==> src/rtl/cpu_mc_pkg.sv <==
// rtl/cpu_mc_pkg.sv - shared types for the cpu_mc core: FSM states, opcodes, status bit positions
package cpu_mc_pkg;

  typedef enum logic [1:0] {
    ST_FETCH,
    ST_OPER,
    ST_OPER_HI,
    ST_EXEC
  } state_t;

  localparam logic [7:0] OP_LDA = 8'hA9;
  localparam logic [7:0] OP_LDX = 8'hA2;
  localparam logic [7:0] OP_LDY = 8'hA0;
  localparam logic [7:0] OP_ADC = 8'h69;
  localparam logic [7:0] OP_SBC = 8'hE9;
  localparam logic [7:0] OP_INX = 8'hE8;
  localparam logic [7:0] OP_INY = 8'hC8;
  localparam logic [7:0] OP_DEX = 8'hCA;
  localparam logic [7:0] OP_DEY = 8'h88;
  localparam logic [7:0] OP_CLC = 8'h18;
  localparam logic [7:0] OP_SEC = 8'h38;
  localparam logic [7:0] OP_NOP = 8'hEA;
  localparam logic [7:0] OP_JMP = 8'h4C;
  localparam logic [7:0] OP_BEQ = 8'hF0;
  localparam logic [7:0] OP_BNE = 8'hD0;

  localparam int P_N = 7;
  localparam int P_V = 6;
  localparam int P_U = 5;
  localparam int P_Z = 1;
  localparam int P_C = 0;

  function automatic logic needs_operand(input logic [7:0] op);
    case (op)
      OP_LDA, OP_LDX, OP_LDY, OP_ADC, OP_SBC, OP_JMP, OP_BEQ, OP_BNE: return 1'b1;
      default: return 1'b0;
    endcase
  endfunction

  function automatic logic is_supported(input logic [7:0] op);
    case (op)
      OP_INX, OP_INY, OP_DEX, OP_DEY, OP_CLC, OP_SEC, OP_NOP: return 1'b1;
      default: return needs_operand(op);
    endcase
  endfunction

endpackage

==> src/rtl/cpu_mc_if.sv <==
// rtl/cpu_mc_if.sv - memory read bus between the cpu_mc core (master) and program memory (slave)
interface cpu_mc_if #(
  parameter int ADDR_W = 16
);
  logic              ready;
  logic [7:0]        data;
  logic [ADDR_W-1:0] addr;
  logic              sync;

  modport master (input ready, input data, output addr, output sync);
  modport slave  (output ready, output data, input addr, input sync);
endinterface

==> src/rtl/cpu_mc_alu.sv <==
// rtl/cpu_mc_alu.sv - 8-bit adder with carry/overflow and optional BCD correction
module cpu_mc_alu (
  input  logic [7:0] a,
  input  logic [7:0] b,
  input  logic       c_in,
  input  logic       decimal_mode,
  output logic [7:0] result,
  output logic       c_out,
  output logic       v_out
);

  logic [8:0] bin_sum;
  logic [5:0] lo;
  logic [5:0] hi;

  always_comb begin
    bin_sum = {1'b0, a} + {1'b0, b} + {8'b0, c_in};
    lo = {2'b0, a[3:0]} + {2'b0, b[3:0]} + {5'b0, c_in};
    if (lo > 6'd9) lo = lo + 6'd6;
    hi = {2'b0, a[7:4]} + {2'b0, b[7:4]} + {5'b0, (lo > 6'd15)};
    if (hi > 6'd9) hi = hi + 6'd6;
    // Overflow is taken from the binary sum in both modes.
    v_out = (a[7] == b[7]) && (bin_sum[7] != a[7]);
    if (decimal_mode) begin
      result = {hi[3:0], lo[3:0]};
      c_out  = (hi > 6'd15);
    end else begin
      result = bin_sum[7:0];
      c_out  = bin_sum[8];
    end
  end

endmodule

==> src/rtl/cpu_mc.sv <==
// rtl/cpu_mc.sv - multi-cycle 8-bit core: fetch/operand/exec FSM over a ready-stallable read bus
module cpu_mc
  import cpu_mc_pkg::*;
#(
  parameter int                ADDR_W   = 16,
  parameter logic [ADDR_W-1:0] RESET_PC = '0
) (
  input  logic       clk,
  input  logic       rst,
  cpu_mc_if.master   bus,
  output logic [7:0] acc_out,
  output logic [7:0] x_out,
  output logic [7:0] y_out,
  output logic [7:0] status_out,
  output logic       illegal
);

  state_t            state;
  logic [ADDR_W-1:0] pc;
  logic [7:0]        opcode;
  logic [7:0]        oper_lo;
  logic [7:0]        acc, x_reg, y_reg;
  logic              flag_n, flag_v, flag_z, flag_c;

  logic [ADDR_W-1:0] pc_inc;
  logic [15:0]       br_off16;
  logic [15:0]       jmp16;
  logic [ADDR_W-1:0] br_target;
  logic [7:0]        alu_b, alu_res;
  logic              alu_c, alu_v;
  logic [7:0]        x_inc, x_dec, y_inc, y_dec;

  assign pc_inc    = pc + 1'b1;
  assign br_off16  = {{8{bus.data[7]}}, bus.data};
  assign br_target = pc_inc + br_off16[ADDR_W-1:0];
  assign jmp16     = {bus.data, oper_lo};
  assign x_inc     = x_reg + 8'd1;
  assign x_dec     = x_reg - 8'd1;
  assign y_inc     = y_reg + 8'd1;
  assign y_dec     = y_reg - 8'd1;

  // SBC reuses the adder by feeding it the inverted operand.
  assign alu_b = (opcode == OP_SBC) ? ~bus.data : bus.data;

  cpu_mc_alu u_alu (
    .a            (acc),
    .b            (alu_b),
    .c_in         (flag_c),
    .decimal_mode (1'b0),
    .result       (alu_res),
    .c_out        (alu_c),
    .v_out        (alu_v)
  );

  assign bus.addr = pc;
  assign bus.sync = (state == ST_FETCH);
  assign acc_out  = acc;
  assign x_out    = x_reg;
  assign y_out    = y_reg;

  always_comb begin
    status_out      = 8'h00;
    status_out[P_N] = flag_n;
    status_out[P_V] = flag_v;
    status_out[P_U] = 1'b1;
    status_out[P_Z] = flag_z;
    status_out[P_C] = flag_c;
  end

  always_ff @(posedge clk) begin
    if (rst) begin
      state   <= ST_FETCH;
      pc      <= RESET_PC;
      opcode  <= OP_NOP;
      oper_lo <= 8'h00;
      acc     <= 8'h00;
      x_reg   <= 8'h00;
      y_reg   <= 8'h00;
      flag_n  <= 1'b0;
      flag_v  <= 1'b0;
      flag_z  <= 1'b0;
      flag_c  <= 1'b0;
      illegal <= 1'b0;
    end else if (bus.ready) begin
      case (state)
        ST_FETCH: begin
          opcode <= bus.data;
          pc     <= pc_inc;
          state  <= needs_operand(bus.data) ? ST_OPER : ST_EXEC;
          if (!is_supported(bus.data)) illegal <= 1'b1;
        end
        ST_OPER: begin
          pc    <= pc_inc;
          state <= ST_FETCH;
          case (opcode)
            OP_LDA: begin acc   <= bus.data; flag_n <= bus.data[7]; flag_z <= (bus.data == 8'h00); end
            OP_LDX: begin x_reg <= bus.data; flag_n <= bus.data[7]; flag_z <= (bus.data == 8'h00); end
            OP_LDY: begin y_reg <= bus.data; flag_n <= bus.data[7]; flag_z <= (bus.data == 8'h00); end
            OP_ADC, OP_SBC: begin
              acc    <= alu_res;
              flag_c <= alu_c;
              flag_v <= alu_v;
              flag_n <= alu_res[7];
              flag_z <= (alu_res == 8'h00);
            end
            OP_JMP: begin
              oper_lo <= bus.data;
              state   <= ST_OPER_HI;
            end
            OP_BEQ: if (flag_z)  pc <= br_target;
            OP_BNE: if (!flag_z) pc <= br_target;
            default: ;
          endcase
        end
        ST_OPER_HI: begin
          pc    <= jmp16[ADDR_W-1:0];
          state <= ST_FETCH;
        end
        ST_EXEC: begin
          state <= ST_FETCH;
          case (opcode)
            OP_INX: begin x_reg <= x_inc; flag_n <= x_inc[7]; flag_z <= (x_inc == 8'h00); end
            OP_INY: begin y_reg <= y_inc; flag_n <= y_inc[7]; flag_z <= (y_inc == 8'h00); end
            OP_DEX: begin x_reg <= x_dec; flag_n <= x_dec[7]; flag_z <= (x_dec == 8'h00); end
            OP_DEY: begin y_reg <= y_dec; flag_n <= y_dec[7]; flag_z <= (y_dec == 8'h00); end
            OP_CLC: flag_c <= 1'b0;
            OP_SEC: flag_c <= 1'b1;
            default: ;
          endcase
        end
        default: state <= ST_FETCH;
      endcase
    end
  end

endmodule

==> src/flat_wrapper.sv <==
// flat-port wrapper written by rule: the top's interface ports become plain ports
module cpu_mc_flat import cpu_mc_pkg::*;
#(
  parameter int                ADDR_W   = 16,
  parameter logic [ADDR_W-1:0] RESET_PC = '0
)
  (clk, rst, acc_out, x_out, y_out, status_out, illegal, bus_ready, bus_data, bus_addr, bus_sync);
  cpu_mc_if #(.ADDR_W(ADDR_W)) bus_i ();
  input  logic clk;
  input  logic rst;
  output logic [7:0] acc_out;
  output logic [7:0] x_out;
  output logic [7:0] y_out;
  output logic [7:0] status_out;
  output logic illegal;
  input wire logic [$bits(bus_i.ready)-1:0] bus_ready;
  input wire logic [$bits(bus_i.data)-1:0] bus_data;
  output wire logic [$bits(bus_i.addr)-1:0] bus_addr;
  output wire logic [$bits(bus_i.sync)-1:0] bus_sync;
  assign bus_i.ready = bus_ready;
  assign bus_i.data = bus_data;
  assign bus_addr = bus_i.addr;
  assign bus_sync = bus_i.sync;
  cpu_mc #(.ADDR_W(ADDR_W), .RESET_PC(RESET_PC)) u_core (.clk(clk), .rst(rst), .bus(bus_i), .acc_out(acc_out), .x_out(x_out), .y_out(y_out), .status_out(status_out), .illegal(illegal));
endmodule
==> config.mk <==
export PLATFORM = sky130hd
export DESIGN_NAME = cpu_mc_flat
export DESIGN_NICKNAME = d
export VERILOG_FILES = /design/src/rtl/cpu_mc_pkg.sv /design/src/rtl/cpu_mc_if.sv /design/src/rtl/cpu_mc_alu.sv /design/src/rtl/cpu_mc.sv /design/src/flat_wrapper.sv
export SDC_FILE = /design/constraint.sdc
export NUM_CORES = 1
export LEC_CHECK = 0
export CAP_MARGIN = 10
export CORE_MARGIN = 2
export CORE_UTILIZATION = 55
export DETAILED_ROUTE_END_ITERATION = 10
export GPL_ROUTABILITY_DRIVEN = 1
export HOLD_SLACK_MARGIN = 0.03
export PLACE_DENSITY = 0.88
export SETUP_SLACK_MARGIN = 0.3
export SLEW_MARGIN = 20
export SYNTH_ARGS = -nofsm -noshare
export SYNTH_HDL_FRONTEND = slang
export SYNTH_HIERARCHICAL = 1
export SYNTH_SLANG_ARGS = --single-unit
==> constraint.sdc <==
create_clock -name clk -period 5.1 [get_ports clk]
set_clock_uncertainty 0.15 [all_clocks]
set_input_delay 1.02 -clock clk [delete_from_list [all_inputs] [get_ports clk]]
set_output_delay 1.02 -clock clk [all_outputs]
set_load 0.02 [all_outputs]
### Word level (Yosys, flattened, before mapping)

Cells that the tools add are included.

* bits of input ports: 11
* output and inout bits: 50
* logic and storage cells: 122
* memory bits (writable): 0
* register bits after elaboration: 63
* memories kept: 0
* memory bits (read-only): 0
* bits in latches: 0

* divide/modulo/power cells: 0
* mux-type cells: 32
* add/subtract/negate cells: 8
* eq/ne operators: 42
* $mul: 0
* reductions and logical operators: 26
* magnitude comparators: 0
* shift operators: 0
* bitwise operators: 2

Operators with widths (number)
* equality test 8 bit, second input constant: 21
* one-hot mux 8 bit (2 select lines): 5
* zero test 8 bit: 6
* one-hot mux 16 bit (3 select lines): 1
* equality test 8 x 7 -> 1 bit, second input constant: 4
* two-way mux 16 bit: 2
* one-hot mux 16 bit (2 select lines): 1
* two-way mux 8 bit: 3
* adder 16 x 1 -> 16 bit, second input constant: 1
* adder 16 bit: 1
* adder 8 x 1 -> 8 bit, second input constant: 2
* equality test 8 x 5 -> 1 bit, second input constant: 2
* equality test 8 x 6 -> 1 bit, second input constant: 2
* AND reduction 4 bit: 4
* subtractor 8 x 1 -> 8 bit, second input constant: 2
* one-hot mux 1 bit (2 select lines): 6
* AND reduction 3 bit: 4
* adder 8 x 8 -> 9 bit: 1
* adder 9 x 1 -> 9 bit: 1
* two-way mux 1 bit: 9
* != test 3 bit, second input constant: 3
* NOT 8 bit: 1
* one-hot mux 1 bit (4 select lines): 2
* OR reduction 8 bit: 1
* other kinds (18): 25

### Logic depth before layout (Yosys ltp)

* depth in word-level cells: 9
* gate-level depth with buffers: 25
* gate-level depth less buffers: 24

### Modules after synthesis

The synthesis kept the hierarchy.

Modules (own cells, without submodules)
* cpu_mc: area each 5412.7 sq um, sequential area each 1261.2 sq um, cells an instance 726, instances 1
* cpu_mc_alu: area each 655.6 sq um, sequential area each 0.0 sq um, cells an instance 89, instances 1

### Least setup slack after synthesis

OpenSTA, ideal clock, no wires.

* path kind: reg-to-reg
* start point: register u_core.opcode[5]
* end point: register u_core.flag_z
* clock period less this slack: 3.734 ns
* data arrival time: 3.506 ns
* path buffers: 1
* stages on the path, launching flop included: 20
* required time: 4.872 ns
* library setup time: 0.078 ns
* path slack: 1.366 ns
* cell sequence: dfxtp_1 > buf_2 > nand2_1 > nor4_2 > nand3_1 > xnor2_1 > fa_1 > inv_1 > fa_1 > nor2b_1 > o31a_1 > nor3_1 > a2bb2oi_1 > nor2_1 > a21oi_1 > nor4_1 > nand2_1 > o2111ai_1 > o21ai_0 > nor3_1

* word-level cells in the longest chain between the ends: 7
* elaborated cells between the ends (all ways): 21
* classes of those cells: 2 x add/sub; 11 x eq/ne; 4 x mux; 4 x reduce/logical

RTL lines
* start: declaration: RTL line cpu_mc.sv:20 `logic [7:0] opcode;`
* start signal: assignment: RTL line cpu_mc.sv:87 `opcode <= bus.data;`
* equality test 8 bit: RTL line cpu_mc.sv:43 `assign alu_b = (opcode == OP_SBC) ? ~bus.data : bus.data;`
* two-way mux 8 bit: RTL line cpu_mc.sv:43
* net u_core.alu_b[0]: RTL line cpu_mc.sv:29 `logic [7:0] alu_b, alu_res;`
* adder 8 x 8 -> 9 bit: RTL line cpu_mc_alu.sv:17 `bin_sum = {1'b0, a} + {1'b0, b} + {8'b0, c_in};`
* adder 9 x 1 -> 9 bit: RTL line cpu_mc_alu.sv:17
* net u_core.alu_res[6]: RTL line cpu_mc.sv:29
* zero test 8 bit: RTL line cpu_mc.sv:104 `flag_z <= (alu_res == 8'h00);`
* one-hot mux 1 bit (2 select lines): RTL line cpu_mc.sv:95 `case (opcode)`
* one-hot mux 1 bit (2 select lines): RTL line cpu_mc.sv:85 `case (state)`
* end signal: assignment: RTL line cpu_mc.sv:96 `OP_LDA: begin acc <= bus.data; flag_n <= bus.data[7]; flag_z <= (bus.data == 8'h00); end`
* end signal: assignment: RTL line cpu_mc.sv:97 `OP_LDX: begin x_reg <= bus.data; flag_n <= bus.data[7]; flag_z <= (bus.data == 8'h00); end`
* end signal: assignment: RTL line cpu_mc.sv:104
* end: declaration: RTL line cpu_mc.sv:23 `logic flag_n, flag_v, flag_z, flag_c;`

The timed path passes the listed nets, and every way through them passes these cells.
A chain may end at the register's enable or synchronous reset.

### Final worst setup path

Same ends and word-level chain as after synthesis.

==> report_table.html <==
<table>
<tr><th>Metric</th><th>Value</th></tr>
<tr><th colspan="2">Setup path</th></tr>
<tr><td>Worst path slowest cell</td><td>dfxtp_1</td></tr>
<tr><td>Worst path max stage delay</td><td>600 ps</td></tr>
<tr><td>Element type at the critical path start</td><td>flop</td></tr>
<tr><td>Crit Path Category</td><td>reg -&gt; reg</td></tr>
<tr><td>Data required time of the worst path</td><td>5230 ps</td></tr>
<tr><td>Worst setup EP type</td><td>flop</td></tr>
<tr><td>Worst-path maximum fanout</td><td>12</td></tr>
<tr><td>Ordered cell list for the critical path</td><td>nand2_1 -&gt; nor4_2 -&gt; nand3_1 -&gt; xnor2_1 -&gt; fa_1 -&gt; inv_1 -&gt; fa_1 -&gt; nor2b_1 -&gt; o31a_1 -&gt; nor3_1 -&gt; a2bb2oi_1 -&gt; nor2_1 -&gt; a21oi_1 -&gt; nor4_1 -&gt; nand2_1 -&gt; o2111ai_1 -&gt; o21ai_0 -&gt; nor3_1</td></tr>
<tr><td>CP arrival</td><td>4540 ps</td></tr>
<tr><th colspan="2">Layout</th></tr>
<tr><td>Flip-flop and latch area</td><td>0.001261 mm^2</td></tr>
<tr><td>Antenna fix cells</td><td>0</td></tr>
<tr><td>Area of the multi-input gates</td><td>0.004468 mm^2</td></tr>
<tr><td>Post-layout instance count excluding filler cells</td><td>986</td></tr>
<tr><td>Filler cells</td><td>923</td></tr>
<tr><td>Total Nets Final</td><td>896</td></tr>
<tr><td>Share of final-layout standard cells stronger than drive strength 1</td><td>0.06147</td></tr>
<tr><td>Post-layout util</td><td>0.6340</td></tr>
<tr><td>Final instance area</td><td>0.006843 mm^2</td></tr>
<tr><td>Layout-stage area growth over the synthesis result</td><td>12.76%</td></tr>
<tr><th colspan="2">Routing</th></tr>
<tr><td>Remaining antenna violation count</td><td>0</td></tr>
<tr><td>Post-DR wirelength/cell</td><td>17.32 um</td></tr>
<tr><td>Pre-antenna DRT Iters</td><td>5</td></tr>
<tr><td>Number of violations reported at the end of detailed-routing iteration 0</td><td>560</td></tr>
<tr><td>Routed vias</td><td>6,262</td></tr>
<tr><td>Mean number of vias per cell</td><td>6.351</td></tr>
<tr><td>Detailed-route wire length</td><td>17.07 mm</td></tr>
<tr><td>Total DRC errors in the routed layout</td><td>0</td></tr>
<tr><th colspan="2">Global route</th></tr>
<tr><td>Vias in the first global route</td><td>5,608</td></tr>
<tr><td>Total congestion overflow</td><td>0</td></tr>
<tr><td>Wire length of the first global-routing pass</td><td>27.57 mm</td></tr>
<tr><td>Largest net degree at the start of global routing</td><td>66</td></tr>
<tr><td>Tot GR Track Use</td><td>0.2921</td></tr>
<tr><td>Number of antenna violations at the first check in global routing</td><td>0</td></tr>
<tr><th colspan="2">Placed design</th></tr>
<tr><td>Placed inst area</td><td>0.006650 mm^2</td></tr>
<tr><td>Placed cell count</td><td>970</td></tr>
<tr><td>Final GP Congestion</td><td>0.9606</td></tr>
<tr><td>Buffers on Ports</td><td>56</td></tr>
<tr><td>Post-place setup slack</td><td>827.7 ps</td></tr>
<tr><td>Detailed placement HPWL</td><td>12.27 mm</td></tr>
<tr><th colspan="2">STA</th></tr>
<tr><td>Final critical-path share of the clock period</td><td>0.8640</td></tr>
<tr><td>Pins Over Slew Limit</td><td>0</td></tr>
<tr><td>Relative slew slack</td><td>0.3063</td></tr>
<tr><td>Setup Total Neg Slack</td><td>0 ps</td></tr>
<tr><td>Count of final hold-check violations</td><td>0</td></tr>
<tr><td>Fmax</td><td>226.9 MHz</td></tr>
<tr><td>Shortest clock period the worst path allows after layout</td><td>4406 ps</td></tr>
<tr><td>Hold WS</td><td>341.9 ps</td></tr>
<tr><td>Final setup violating endpoints</td><td>0</td></tr>
<tr><td>Setup slack of the critical path after layout</td><td>693.6 ps</td></tr>
<tr><td>Unrepaired setup endpoints after global routing</td><td>false</td></tr>
<tr><td>Slew @ Worst Pin</td><td>1037 ps</td></tr>
<tr><th colspan="2">Flow run</th></tr>
<tr><td>Max Cap Violations</td><td>0</td></tr>
<tr><th colspan="2">Floorplan</th></tr>
<tr><td>Die span in x</td><td>109.0 um</td></tr>
<tr><td>Number of ports placed on the die boundary</td><td>61</td></tr>
<tr><td>Site row count</td><td>38</td></tr>
<tr><td>Y dimension of the die</td><td>109.0 um</td></tr>
<tr><td>Placeable core area</td><td>0.01079 mm^2</td></tr>
<tr><td>Initial cell density of the core</td><td>0.5623</td></tr>
<tr><td>Area enclosed by the die boundary</td><td>0.01189 mm^2</td></tr>
<tr><th colspan="2">CTS</th></tr>
<tr><td>Root cell of the clock tree</td><td>clkbuf_8</td></tr>
<tr><td>Clock tree from TritonCTS</td><td>yes</td></tr>
<tr><td>Reg clk slew, reported paths</td><td>80 ps</td></tr>
<tr><td>Post-CTS setup repair buffer count</td><td>0</td></tr>
<tr><td>Number of instances resized during post-cts repair</td><td>0</td></tr>
<tr><td>Longest Clk Path Bufs</td><td>2</td></tr>
<tr><td>Hold-fix buffers, CTS</td><td>0</td></tr>
<tr><td>Latest clock arrival within the worst-skew pair</td><td>360 ps</td></tr>
<tr><td>TritonCTS buffer count</td><td>9</td></tr>
<tr><td>Maximum level of the CTS H-tree</td><td>3</td></tr>
<tr><td>Number of sinks driven by the clock tree</td><td>63</td></tr>
<tr><th colspan="2">Synthesis</th></tr>
<tr><td>Cell Area, Synth</td><td>0.006068 mm^2</td></tr>
<tr><td>Post-Synthesis Mean Instance Area</td><td>7.446 um^2</td></tr>
<tr><td>Basic-gate share of the synthesized area counting and, or, nand and nor cells</td><td>0.2474</td></tr>
<tr><td>Most area-consuming cells after synthesis</td><td>dfxtp_1 21%, ha_1 8.0%, nor2_1 5.4%, a21oi_1 4.7%, xnor2_1 4.5%</td></tr>
<tr><td>Main combinational cell family by area after synthesis</td><td>compound AO/OA/AOI/OAI gates</td></tr>
<tr><td>Synthesized-area fraction occupied by ao, oa, aoi and oai cells</td><td>0.2612</td></tr>
<tr><td>Adder and majority gate portion of the synthesized area</td><td>0.09691</td></tr>
<tr><td>Number of distinct standard cells referenced by the synthesized netlist</td><td>78</td></tr>
<tr><td>Area share of the largest cell type after synthesis</td><td>0.2078</td></tr>
<tr><td>Dominant synthesized flop cell</td><td>dfxtp_1</td></tr>
<tr><td>Number of flops mapped to enable cells by yosys</td><td>0</td></tr>
<tr><td>Post-synthesis cell count</td><td>815</td></tr>
<tr><td>Seq cells post-synth</td><td>63</td></tr>
<tr><td>Fraction of synthesized area in multiplexers</td><td>0.04330</td></tr>
<tr><td>Seq/Total Area, Yosys</td><td>0.2078</td></tr>
<tr><td>Biggest area consumer among synthesized cells</td><td>dfxtp_1</td></tr>
<tr><td>Yosys warns</td><td>6</td></tr>
<tr><td>Post-synthesis share of cell area spent on xor and xnor gates</td><td>0.07649</td></tr>
<tr><td>Fraction of registers with async set/reset</td><td>0</td></tr>
<tr><th colspan="2">Pwr</th></tr>
<tr><td>Cell leakage power</td><td>2.580 nW</td></tr>
<tr><td>Overall power after layout</td><td>1.484 mW</td></tr>
<tr><td>Power per cell area</td><td>216.8 mW/mm^2</td></tr>
<tr><td>Peak ir drop on the vdd network</td><td>0.1590 mV</td></tr>
<tr><th colspan="2">Outcome</th></tr>
<tr><td>Run status</td><td>completed</td></tr>
<tr><th colspan="2">Worst hold path</th></tr>
<tr><td>Worst Hold Class</td><td>reg -&gt; reg</td></tr>
</table>
## kinds of logic after synthesis
logic type / after synthesis
AOI/OAI and AO/OA: 235
other: 2
xor gates and xnor gates: 53
muxes: 26
adders and majority gates: 44
and+or+nand+nor: 299
DFF: 63
buffers and inverters: 93
## placed cells by master, fill, tap and decap left out, types with 7 or more instances in the layout
cell type | synthesis | routed
nor2_1 | 88 | 88
nand2_1 | 65 | 65
dfxtp_1 | 63 | 63
a21oi_1 | 57 | 57
clkdlybuf4s50_1 | 0 | 55
o21ai_0 | 49 | 49
ha_1 | 39 | 39
inv_1 | 31 | 31
xnor2_1 | 31 | 31
mux2i_1 | 24 | 24
nor3_1 | 23 | 23
xor2_1 | 22 | 22
nand3_1 | 22 | 22
a211oi_1 | 17 | 17
nand2b_1 | 16 | 16
and3_1 | 14 | 14
nor2b_1 | 13 | 13
o31ai_1 | 12 | 12
conb_1 | 2 | 12
a31oi_1 | 11 | 11
buf_4 | 9 | 11
clkbuf_8 | 0 | 10
o21a_1 | 10 | 10
a22oi_1 | 10 | 10
nand4_1 | 9 | 9
nor4_1 | 10 | 9
a21o_1 | 8 | 8
or3_1 | 7 | 7
## registers in the layout, indices dropped and copies added (netlist names)
register / count
u_core/illegal: 1
u_core/flag_v: 1
u_core/opcode: 8
u_core/bus.addr: 16
u_core/x_out: 8
u_core/state: 2
u_core/oper_lo: 8
u_core/y_out: 8
u_core/flag_z: 1
u_core/flag_n: 1
u_core/acc_out: 8
u_core/flag_c: 1
## worst paths after layout
check	to	start	depth (start not counted)	slack, ps
min reg2reg	u_core/illegal$_SDFFE_PP0P_	u_core/illegal$_SDFFE_PP0P_	1	340
max reg2reg	u_core/flag_z$_SDFFE_PP0P_	u_core/opcode[5]$_SDFFE_PP1P_	18	690
min	u_core/illegal$_SDFFE_PP0P_	u_core/illegal$_SDFFE_PP0P_	1	340
max	u_core/flag_z$_SDFFE_PP0P_	u_core/opcode[5]$_SDFFE_PP1P_	18	690
## metal layers
layer  up-vias  wire length [um]  GRT usage
met5         -                 0          0
met4         0               544     0.1255
met3        66              1490    0.04722
met2       335              7507     0.4468
met1      2885              7531     0.4044
li1       2976                 -          -
## cell usage after synthesis (12+ instances only)
cell and instances:
nor2_1 88, dfxtp_1 63, nor3_1 23, nand2b_1 16
a211oi_1 17, inv_1 31, clkbuf_1 45, xor2_1 22
o21ai_0 49, a21oi_1 57, ha_1 39, xnor2_1 31
nand2_1 65, o31ai_1 12, nand3_1 22, mux2i_1 24
nor2b_1 13, and3_1 14
## worst max-delay path, delay by kind of cell, from the launching register on
family / cells / cell delay, ps
AO/OA/AOI/OAI: 5 / 640
XOR/XNOR: 1 / 350
adder cells (fa/ha/maj): 2 / 670
buffers and inverters: 1 / 70
flip-flops: 1 / 600
AND/OR/NAND/NOR: 9 / 1840
## cell type report
type	count	share of cell area
clock buffer	10	0.02011
tap	140	0.02560
multi-input combinational	669	0.6530
timing repair buffer	67	0.09325
inverter	31	0.01701
sequential	63	0.1843
clock inverter	6	0.006765
## where the power goes
group | switching (mW) | internal (mW) | total, mW
combinational | 0.296 | 0.209 | 0.504
clock | 0.223 | 0.191 | 0.414
sequential | 0.0478 | 0.517 | 0.565
Power figures use the tool's default switching activity.
